File: src/rtl/coin_acceptor_pkg.sv
// Shared definitions for the coin acceptor: coin codes, FSM encodings, nominal diameters
// and the diameter classifier.
package coin_acceptor_pkg;

  localparam int unsigned DIAM_W  = 4;
  localparam int unsigned CODE_W  = 2;
  localparam int unsigned STATE_W = 3;

  typedef logic [CODE_W-1:0] coin_code_t;

  localparam coin_code_t COIN_NONE = CODE_W'(0);
  localparam coin_code_t COIN_25   = CODE_W'(1);
  localparam coin_code_t COIN_50   = CODE_W'(2);

  localparam logic [STATE_W-1:0] S_IDLE       = 3'd0;
  localparam logic [STATE_W-1:0] S_DEBOUNCE   = 3'd1;
  localparam logic [STATE_W-1:0] S_MEASURE    = 3'd2;
  localparam logic [STATE_W-1:0] S_EMIT       = 3'd3;
  localparam logic [STATE_W-1:0] S_GAP        = 3'd4;
  localparam logic [STATE_W-1:0] S_REJECT     = 3'd5;
  localparam logic [STATE_W-1:0] S_WAIT_CLEAR = 3'd6;

  localparam int DIAM_25_NOM  = 9;
  localparam int DIAM_50_NOM  = 11;
  localparam int DIAM_100_NOM = 13;

  // Two back-to-back diameter samples taken while the coin sits in the slot.
  typedef struct packed {
    logic [DIAM_W-1:0] s0;
    logic [DIAM_W-1:0] s1;
  } diam_pair_t;

  typedef enum logic [1:0] {CLS_25, CLS_50, CLS_100, CLS_BAD} coin_class_t;

  // Lowest denomination is tested first so it wins where tolerance windows overlap.
  function automatic coin_class_t classify(input logic [DIAM_W-1:0] diam,
                                           input int n25, input int n50,
                                           input int n100, input int tol);
    int d;
    d = int'(diam);
    if (d >= n25 - tol && d <= n25 + tol)   return CLS_25;
    if (d >= n50 - tol && d <= n50 + tol)   return CLS_50;
    if (d >= n100 - tol && d <= n100 + tol) return CLS_100;
    return CLS_BAD;
  endfunction

endpackage

File: src/rtl/coin_acceptor_if.sv
// Coin slot sensors in, coin code / strobe / gate drive out.
interface coin_acceptor_if;
  import coin_acceptor_pkg::*;

  logic              coin_det_raw;
  logic [DIAM_W-1:0] coin_diam;
  coin_code_t        moeda_in;
  logic              sensor_moedas;
  logic              reject_gate;
  logic              busy;

  modport slave (
    input  coin_det_raw, coin_diam,
    output moeda_in, sensor_moedas, reject_gate, busy
  );

  modport master (
    output coin_det_raw, coin_diam,
    input  moeda_in, sensor_moedas, reject_gate, busy
  );
endinterface

File: src/rtl/coin_acceptor_debouncer.sv
// Two-flop synchronizer plus a qualifier that flips the clean level after DEB_CYCLES
// consecutive samples disagreeing with it; rise_c/fall_c fire on the qualifying sample.
module coin_acceptor_debouncer #(
  parameter int unsigned DEB_CYCLES = 4
) (
  input  logic clk,
  input  logic reset,
  input  logic det_raw,
  output logic det_s,
  output logic det_q,
  output logic rise_c,
  output logic fall_c
);
  localparam int unsigned CNT_W = $clog2(DEB_CYCLES) + 1;

  logic             sync1;
  logic [CNT_W-1:0] cnt_q;
  logic             flip_c;

  assign flip_c = (det_s != det_q) && (cnt_q == CNT_W'(DEB_CYCLES - 1));
  assign rise_c = flip_c & det_s;
  assign fall_c = flip_c & ~det_s;

  always_ff @(posedge clk or posedge reset) begin
    if (reset) begin
      sync1 <= 1'b0;
      det_s <= 1'b0;
      det_q <= 1'b0;
      cnt_q <= '0;
    end else begin
      sync1 <= det_raw;
      det_s <= sync1;
      if (det_s == det_q) begin
        cnt_q <= '0;
      end else if (flip_c) begin
        cnt_q <= '0;
        det_q <= det_s;
      end else begin
        cnt_q <= cnt_q + CNT_W'(1);
      end
    end
  end
endmodule

File: src/rtl/coin_acceptor.sv
// Coin acceptor front-end: debounce, diameter measurement, classification and emission.
// Define COIN_ACCEPT_100_EN to accept R$1.00 as two consecutive R$0.50 emissions.
module coin_acceptor
  import coin_acceptor_pkg::*;
#(
  parameter int unsigned DEB_CYCLES  = 4,
  parameter int unsigned EMIT_CYCLES = 3,
  parameter int unsigned GAP_CYCLES  = 4,
  parameter int unsigned REJ_CYCLES  = 8,
  parameter int          DIAM_25     = DIAM_25_NOM,
  parameter int          DIAM_50     = DIAM_50_NOM,
  parameter int          DIAM_100    = DIAM_100_NOM,
  parameter int          DIAM_TOL    = 0
) (
  input  logic           clk,
  input  logic           reset,
  coin_acceptor_if.slave bus
);
  localparam int unsigned CNT_MAX_EG = (EMIT_CYCLES > GAP_CYCLES) ? EMIT_CYCLES : GAP_CYCLES;
  localparam int unsigned CNT_MAX    = (CNT_MAX_EG > REJ_CYCLES) ? CNT_MAX_EG : REJ_CYCLES;
  localparam int unsigned CNT_W      = $clog2(CNT_MAX) + 1;
  localparam int unsigned TRY_MAX    = 4;
  localparam int unsigned TRY_W      = $clog2(TRY_MAX) + 1;

  logic               det_s, det_q, rise_c, fall_c;
  logic [STATE_W-1:0] state_q, state_nxt;
  logic [CNT_W-1:0]   cnt_q, cnt_nxt;
  logic [1:0]         phase_q, phase_nxt;
  logic [TRY_W-1:0]   tries_q, tries_nxt;
  diam_pair_t         meas_q, meas_nxt;
  coin_code_t         code_q, code_nxt;
  logic               pend_q, pend_nxt;
  coin_code_t         moeda_nxt;
  logic               sensor_nxt, reject_nxt, busy_nxt;
  coin_class_t        cls_c;

  coin_acceptor_debouncer #(.DEB_CYCLES(DEB_CYCLES)) u_deb (
    .clk    (clk),
    .reset  (reset),
    .det_raw(bus.coin_det_raw),
    .det_s  (det_s),
    .det_q  (det_q),
    .rise_c (rise_c),
    .fall_c (fall_c)
  );

  assign cls_c = classify(meas_q.s0, DIAM_25, DIAM_50, DIAM_100, DIAM_TOL);

  // State and output registers; outputs mirror the state they belong to.
  always_ff @(posedge clk or posedge reset) begin
    if (reset) begin
      state_q           <= S_IDLE;
      cnt_q             <= '0;
      phase_q           <= '0;
      tries_q           <= '0;
      meas_q            <= '0;
      code_q            <= COIN_NONE;
      pend_q            <= 1'b0;
      bus.moeda_in      <= COIN_NONE;
      bus.sensor_moedas <= 1'b0;
      bus.reject_gate   <= 1'b0;
      bus.busy          <= 1'b0;
    end else begin
      state_q           <= state_nxt;
      cnt_q             <= cnt_nxt;
      phase_q           <= phase_nxt;
      tries_q           <= tries_nxt;
      meas_q            <= meas_nxt;
      code_q            <= code_nxt;
      pend_q            <= pend_nxt;
      bus.moeda_in      <= moeda_nxt;
      bus.sensor_moedas <= sensor_nxt;
      bus.reject_gate   <= reject_nxt;
      bus.busy          <= busy_nxt;
    end
  end

  always_comb begin
    state_nxt = state_q;
    cnt_nxt   = cnt_q;
    phase_nxt = phase_q;
    tries_nxt = tries_q;
    meas_nxt  = meas_q;
    code_nxt  = code_q;
    pend_nxt  = pend_q;

    case (state_q)
      S_IDLE, S_DEBOUNCE: begin
        if (rise_c) begin
          state_nxt = S_MEASURE;
          phase_nxt = '0;
          tries_nxt = '0;
        end else if (state_q == S_IDLE && det_s) begin
          state_nxt = S_DEBOUNCE;
        end else if (!det_s) begin
          state_nxt = S_IDLE;
        end
      end

      // Two samples, then an evaluation cycle; disagreeing samples cost one try.
      S_MEASURE: begin
        case (phase_q)
          2'd0: begin
            meas_nxt.s0 = bus.coin_diam;
            phase_nxt   = 2'd1;
          end
          2'd1: begin
            meas_nxt.s1 = bus.coin_diam;
            phase_nxt   = 2'd2;
          end
          default: begin
            phase_nxt = 2'd0;
            cnt_nxt   = '0;
            if (meas_q.s0 != meas_q.s1) begin
              if (tries_q == TRY_W'(TRY_MAX - 1)) state_nxt = S_REJECT;
              else                                tries_nxt = tries_q + TRY_W'(1);
            end else begin
              case (cls_c)
                CLS_25: begin
                  state_nxt = S_EMIT;
                  code_nxt  = COIN_25;
                end
                CLS_50: begin
                  state_nxt = S_EMIT;
                  code_nxt  = COIN_50;
                end
`ifdef COIN_ACCEPT_100_EN
                CLS_100: begin
                  state_nxt = S_EMIT;
                  code_nxt  = COIN_50;
                  pend_nxt  = 1'b1;
                end
`endif
                default: state_nxt = S_REJECT;
              endcase
            end
          end
        endcase
      end

      S_EMIT: begin
        if (cnt_q == CNT_W'(EMIT_CYCLES - 1)) begin
          state_nxt = S_GAP;
          cnt_nxt   = '0;
        end else begin
          cnt_nxt = cnt_q + CNT_W'(1);
        end
      end

      S_GAP: begin
        if (cnt_q == CNT_W'(GAP_CYCLES - 1)) begin
          cnt_nxt = '0;
          if (pend_q) begin
            state_nxt = S_EMIT;
            pend_nxt  = 1'b0;
          end else begin
            state_nxt = S_WAIT_CLEAR;
          end
        end else begin
          cnt_nxt = cnt_q + CNT_W'(1);
        end
      end

      S_REJECT: begin
        if (cnt_q == CNT_W'(REJ_CYCLES - 1)) begin
          state_nxt = S_WAIT_CLEAR;
          cnt_nxt   = '0;
        end else begin
          cnt_nxt = cnt_q + CNT_W'(1);
        end
      end

      // The slot must read empty for a full debounce window before the next coin.
      S_WAIT_CLEAR: begin
        if (fall_c || (!det_q && !det_s)) state_nxt = S_IDLE;
      end

      default: state_nxt = S_IDLE;
    endcase

    sensor_nxt = (state_nxt == S_EMIT);
    moeda_nxt  = sensor_nxt ? code_nxt : COIN_NONE;
    reject_nxt = (state_nxt == S_REJECT);
    busy_nxt   = (state_nxt != S_IDLE);
  end
endmodule

File: src/flat_wrapper.sv
// flat-port wrapper written by rule: the top's interface ports become plain ports
module coin_acceptor_flat import coin_acceptor_pkg::*;
#(
  parameter int unsigned DEB_CYCLES  = 4,
  parameter int unsigned EMIT_CYCLES = 3,
  parameter int unsigned GAP_CYCLES  = 4,
  parameter int unsigned REJ_CYCLES  = 8,
  parameter int          DIAM_25     = DIAM_25_NOM,
  parameter int          DIAM_50     = DIAM_50_NOM,
  parameter int          DIAM_100    = DIAM_100_NOM,
  parameter int          DIAM_TOL    = 0
)
  (clk, reset, bus_coin_det_raw, bus_coin_diam, bus_moeda_in, bus_sensor_moedas, bus_reject_gate, bus_busy);
  coin_acceptor_if bus_i ();
  input  logic clk;
  input  logic reset;
  input wire logic [$bits(bus_i.coin_det_raw)-1:0] bus_coin_det_raw;
  input wire logic [$bits(bus_i.coin_diam)-1:0] bus_coin_diam;
  output wire logic [$bits(bus_i.moeda_in)-1:0] bus_moeda_in;
  output wire logic [$bits(bus_i.sensor_moedas)-1:0] bus_sensor_moedas;
  output wire logic [$bits(bus_i.reject_gate)-1:0] bus_reject_gate;
  output wire logic [$bits(bus_i.busy)-1:0] bus_busy;
  assign bus_i.coin_det_raw = bus_coin_det_raw;
  assign bus_i.coin_diam = bus_coin_diam;
  assign bus_moeda_in = bus_i.moeda_in;
  assign bus_sensor_moedas = bus_i.sensor_moedas;
  assign bus_reject_gate = bus_i.reject_gate;
  assign bus_busy = bus_i.busy;
  coin_acceptor #(.DEB_CYCLES(DEB_CYCLES), .EMIT_CYCLES(EMIT_CYCLES), .GAP_CYCLES(GAP_CYCLES), .REJ_CYCLES(REJ_CYCLES), .DIAM_25(DIAM_25), .DIAM_50(DIAM_50), .DIAM_100(DIAM_100), .DIAM_TOL(DIAM_TOL)) u_core (.clk(clk), .reset(reset), .bus(bus_i));
endmodule
File: config.mk
export PLATFORM = sky130hd
export DESIGN_NAME = coin_acceptor_flat
export DESIGN_NICKNAME = d
export VERILOG_FILES = /design/src/rtl/coin_acceptor_pkg.sv /design/src/rtl/coin_acceptor_if.sv /design/src/rtl/coin_acceptor_debouncer.sv /design/src/rtl/coin_acceptor.sv /design/src/flat_wrapper.sv
export SDC_FILE = /design/constraint.sdc
export NUM_CORES = 1
export LEC_CHECK = 0
export BUFFER_PORTS_ARGS = -buffer_cell sky130_fd_sc_hd__buf_2
export CAP_MARGIN = 5
export CELL_PAD_IN_SITES_DETAIL_PLACEMENT = 0
export CELL_PAD_IN_SITES_GLOBAL_PLACEMENT = 1
export CORE_MARGIN = 2
export CORE_UTILIZATION = 28
export CTS_CLUSTER_SIZE = 14
export DETAILED_ROUTE_END_ITERATION = 12
export PLACE_DENSITY = 0.5
export REMOVE_ABC_BUFFERS = 1
export SLEW_MARGIN = 20
export SYNTH_ARGS = -nofsm -noshare
export SYNTH_HDL_FRONTEND = slang
export SYNTH_SLANG_ARGS = --single-unit
export TNS_END_PERCENT = 50
File: constraint.sdc
create_clock -name clk -period 3.25 [get_ports clk]
set_input_delay 0.975 -clock clk [delete_from_list [all_inputs] [get_ports clk]]
set_output_delay 0.975 -clock clk [all_outputs]
set_load 0.005 [all_outputs]
==> run metrics <==
Post-synth top cells dfrtp_1 (33), nand2_1 (16), nor2_1 (14); buffer levels on the longest clock path 2; placed cell areas ~1800 µm²; number of buffers and inverters on the critical path 1; Mapped Area 1640 µm²; Hold Path Origin u_core.u_deb.sync1; Clock Pin Slew Worst Setup and Hold Paths 0.07 ns; CTS sink cnt 33; count of final max-slew check failures 0; grt ovf 0; CTS tree done; average cell area after synthesis 10.7 µm²; io pins 12; antenna cells 0; fmax ~470 MHz; Pwr per Cell Area 870 nW/µm²; Final period util between 60% and 70%; H-Tree Depth 2; sequential area share after synthesis 50.3%; largest area contributor in the netlist dfrtp_1; prevailing post-synth register cell dfrtp_1; WP data arrival 2.23 ns; Crit Path Category reg2reg; CTS Root Buffer Type clkbuf_8; initial antenna violation count 0; minimum hold slack 0.364 ns; total CTS buffers 5; number of global-route vias before repair between 1000 and 1500; Final Cell Area 1870 µm²; Setup Viol. Count Final 0; FILL cells about 580; Final nets around 180; PostCTS Resize Cnt 0; Worst path top cell family by delay simple AND/OR/NAND/NOR gates; Storage cell area 826 µm²; cell count after synthesis 153; Post-DRT Antenna Nets 0; Total Wirelength 3.18 mm; r2r worst-path depth 6; crit path launch type register; Critical Path RT 3.37 ns; DRC violations left 0; Reg2Reg Setup Slack 1.14 ns; crit-path max cell delay around 0.55 ns; Max Cap Viol 0; P_leak around 0.9 nW; total core area 5570 µm²; unrepaired setup endpoints after global routing false; ranking of synthesized cells by area dfrtp_1 (50%), mux2_2 (6.9%), ha_1 (4.6%), nand2_1 (3.7%), nor2_1 (3.2%); post-synth top area share around half; Crit Path Max Fanout 5; Post-DP HPWL around 2.4 mm; Vert. Die Dim roughly 81 µm; via density per instance 4.67; RR Endpoint u_core.bus.busy; vias 1136; drt first pass iters 4; slowest CP cell nor4_2; post-layout power 1.62 mW; fin util 33.5%; Hold Vio Cnt, Final 0; final setup TNS 0 ns; post-CTS setup buffers 0; worst slew pin tran 0.649 ns; layout cell share with drive strength beyond 1 between 20% and 30%; Worst Skew around 0.0039 ns; Die Wd 80.5 µm; Routed WL per cell 13.1 µm; Rel. slew slack between 50% and 60%; VDD IR max between 0.2 and 0.3 mV; Reg2Reg Launch Point u_core.cnt_q[0]; buffers added on ports 11; GRT Resource Usage Total 11.4%; clk_lat worst skew approximately 0.28 ns; Die ar. between 6000 and 7000 µm²; worst min-delay path class reg2reg; CP Cell Sequence inv_1 > ha_1 > nor3b_1 > and3b_1 > nor4_2 > nand3_1; number of library cell types mapped by synthesis 34; area delta synth->final 13.7%; Hold Path Depth 0; number of flops mapped to enable cells by yosys 0; CP endpoint kind register; post-cts hold buffer count 0; initial DRC count 29; num rows 27; dominant cell by count in the synthesized netlist dfrtp_1; FFs w/ async S/R, synth 100%; YS warnings 0; flop and latch count out of synthesis 33; pin count of the biggest net entering global routing 34; first-pass GRT wire length 5.52 mm; area of the multi-input gates 763 µm²; Hold EP u_core.u_deb.det_s; post-layout minimum cycle time approximately 2.1 ns; RePlAce Congestion between 0.7 and 0.8; run status finished clean; initial cell density of the core 29.4%
==> kinds of logic after synthesis <==
kind of cell / share of synthesized area (%)
fa+ha+maj: 4.58
compound gates: 9.15
buf+inv: 3.13
flops: 50.3
mux: 8.92
xor+xnor: 2.67
simple gates: 21.2
==> power breakdown <==
| part | internal (mW) | switching, mW | total, mW | leakage (nW) |
|---|---|---|---|---|
| logic | 0.298 | 0.356 | 0.654 | 0.436 |
| clock network | 0.148 | 0.143 | 0.291 | 0.0450 |
| registers | 0.554 | 0.124 | 0.678 | 0.417 |
| total | 1.00 | 0.623 | 1.62 | 0.897 |
==> layout make-up <==
type                    instances  share of cell area [%]
flip-flops and latches         33                    44.3
multi-input cells             107                    40.9
well taps                      72                    4.83
clock buffers                   6                    3.89
repair buffers                 12                    3.35
inverters                      11                    2.21
clock inverters                 2                   0.537
==> registers in the layout (all words and copies together), names as in the netlist <==
register / count
u_core.bus.busy: 1
u_core.bus.moeda_in: 2
u_core.bus.reject_gate: 1
u_core.bus.sensor_moedas: 1
u_core.cnt_q: 4
u_core.code_q: 2
u_core.meas_q: 8
u_core.phase_q: 2
u_core.state_q: 3
u_core.tries_q: 3
u_core.u_deb.cnt_q: 3
u_core.u_deb.det_q: 1
u_core.u_deb.det_s: 1
u_core.u_deb.sync1: 1
==> worst max-delay path by stage <==
stage	from	to	slack [ns]	cells after the start
finish	u_core.cnt_q[0]	u_core.bus.busy	1.14	6
detailed placement	u_core.cnt_q[0]	u_core.bus.busy	1.14	6
CTS	u_core.cnt_q[0]	u_core.bus.busy	1.11	6
global placement	u_core.cnt_q[0]	u_core.bus.busy	1.16	6
floorplan	u_core.u_deb.det_s	u_core.tries_q[0]	1.44	7
global route	u_core.cnt_q[0]	u_core.bus.busy	0.96	6
==> cell usage in the layout (no fill, tap or decap), types with 5 or more instances in the layout <==
master / count
inv_1: 11
dfrtp_1: 33
a21oi_1: 6
xor2_1: 5
mux2_2: 10
nand2_1: 16
nor2_1: 14
nor3_1: 6
clkbuf_8: 5
nand2b_1: 8
ha_1: 6
buf_2: 11
==> through the flow <==
stage | worst slack, ns | instances
global route | 0.964 | 243
detailed placement | 1.14 | 235
CTS | 1.11 | 243
global placement | 1.16 | 235
finish | 1.14 | 243
floorplan | 1.44 | 151
==> routing by layer <==
metal  GRT usage (%)  part of all wire, %
met5               0                    0
met4            4.07                  1.5
met3            3.48                  3.8
met2            18.4                   47
met1            14.2                   47
(Power assumes the default switching activity.)
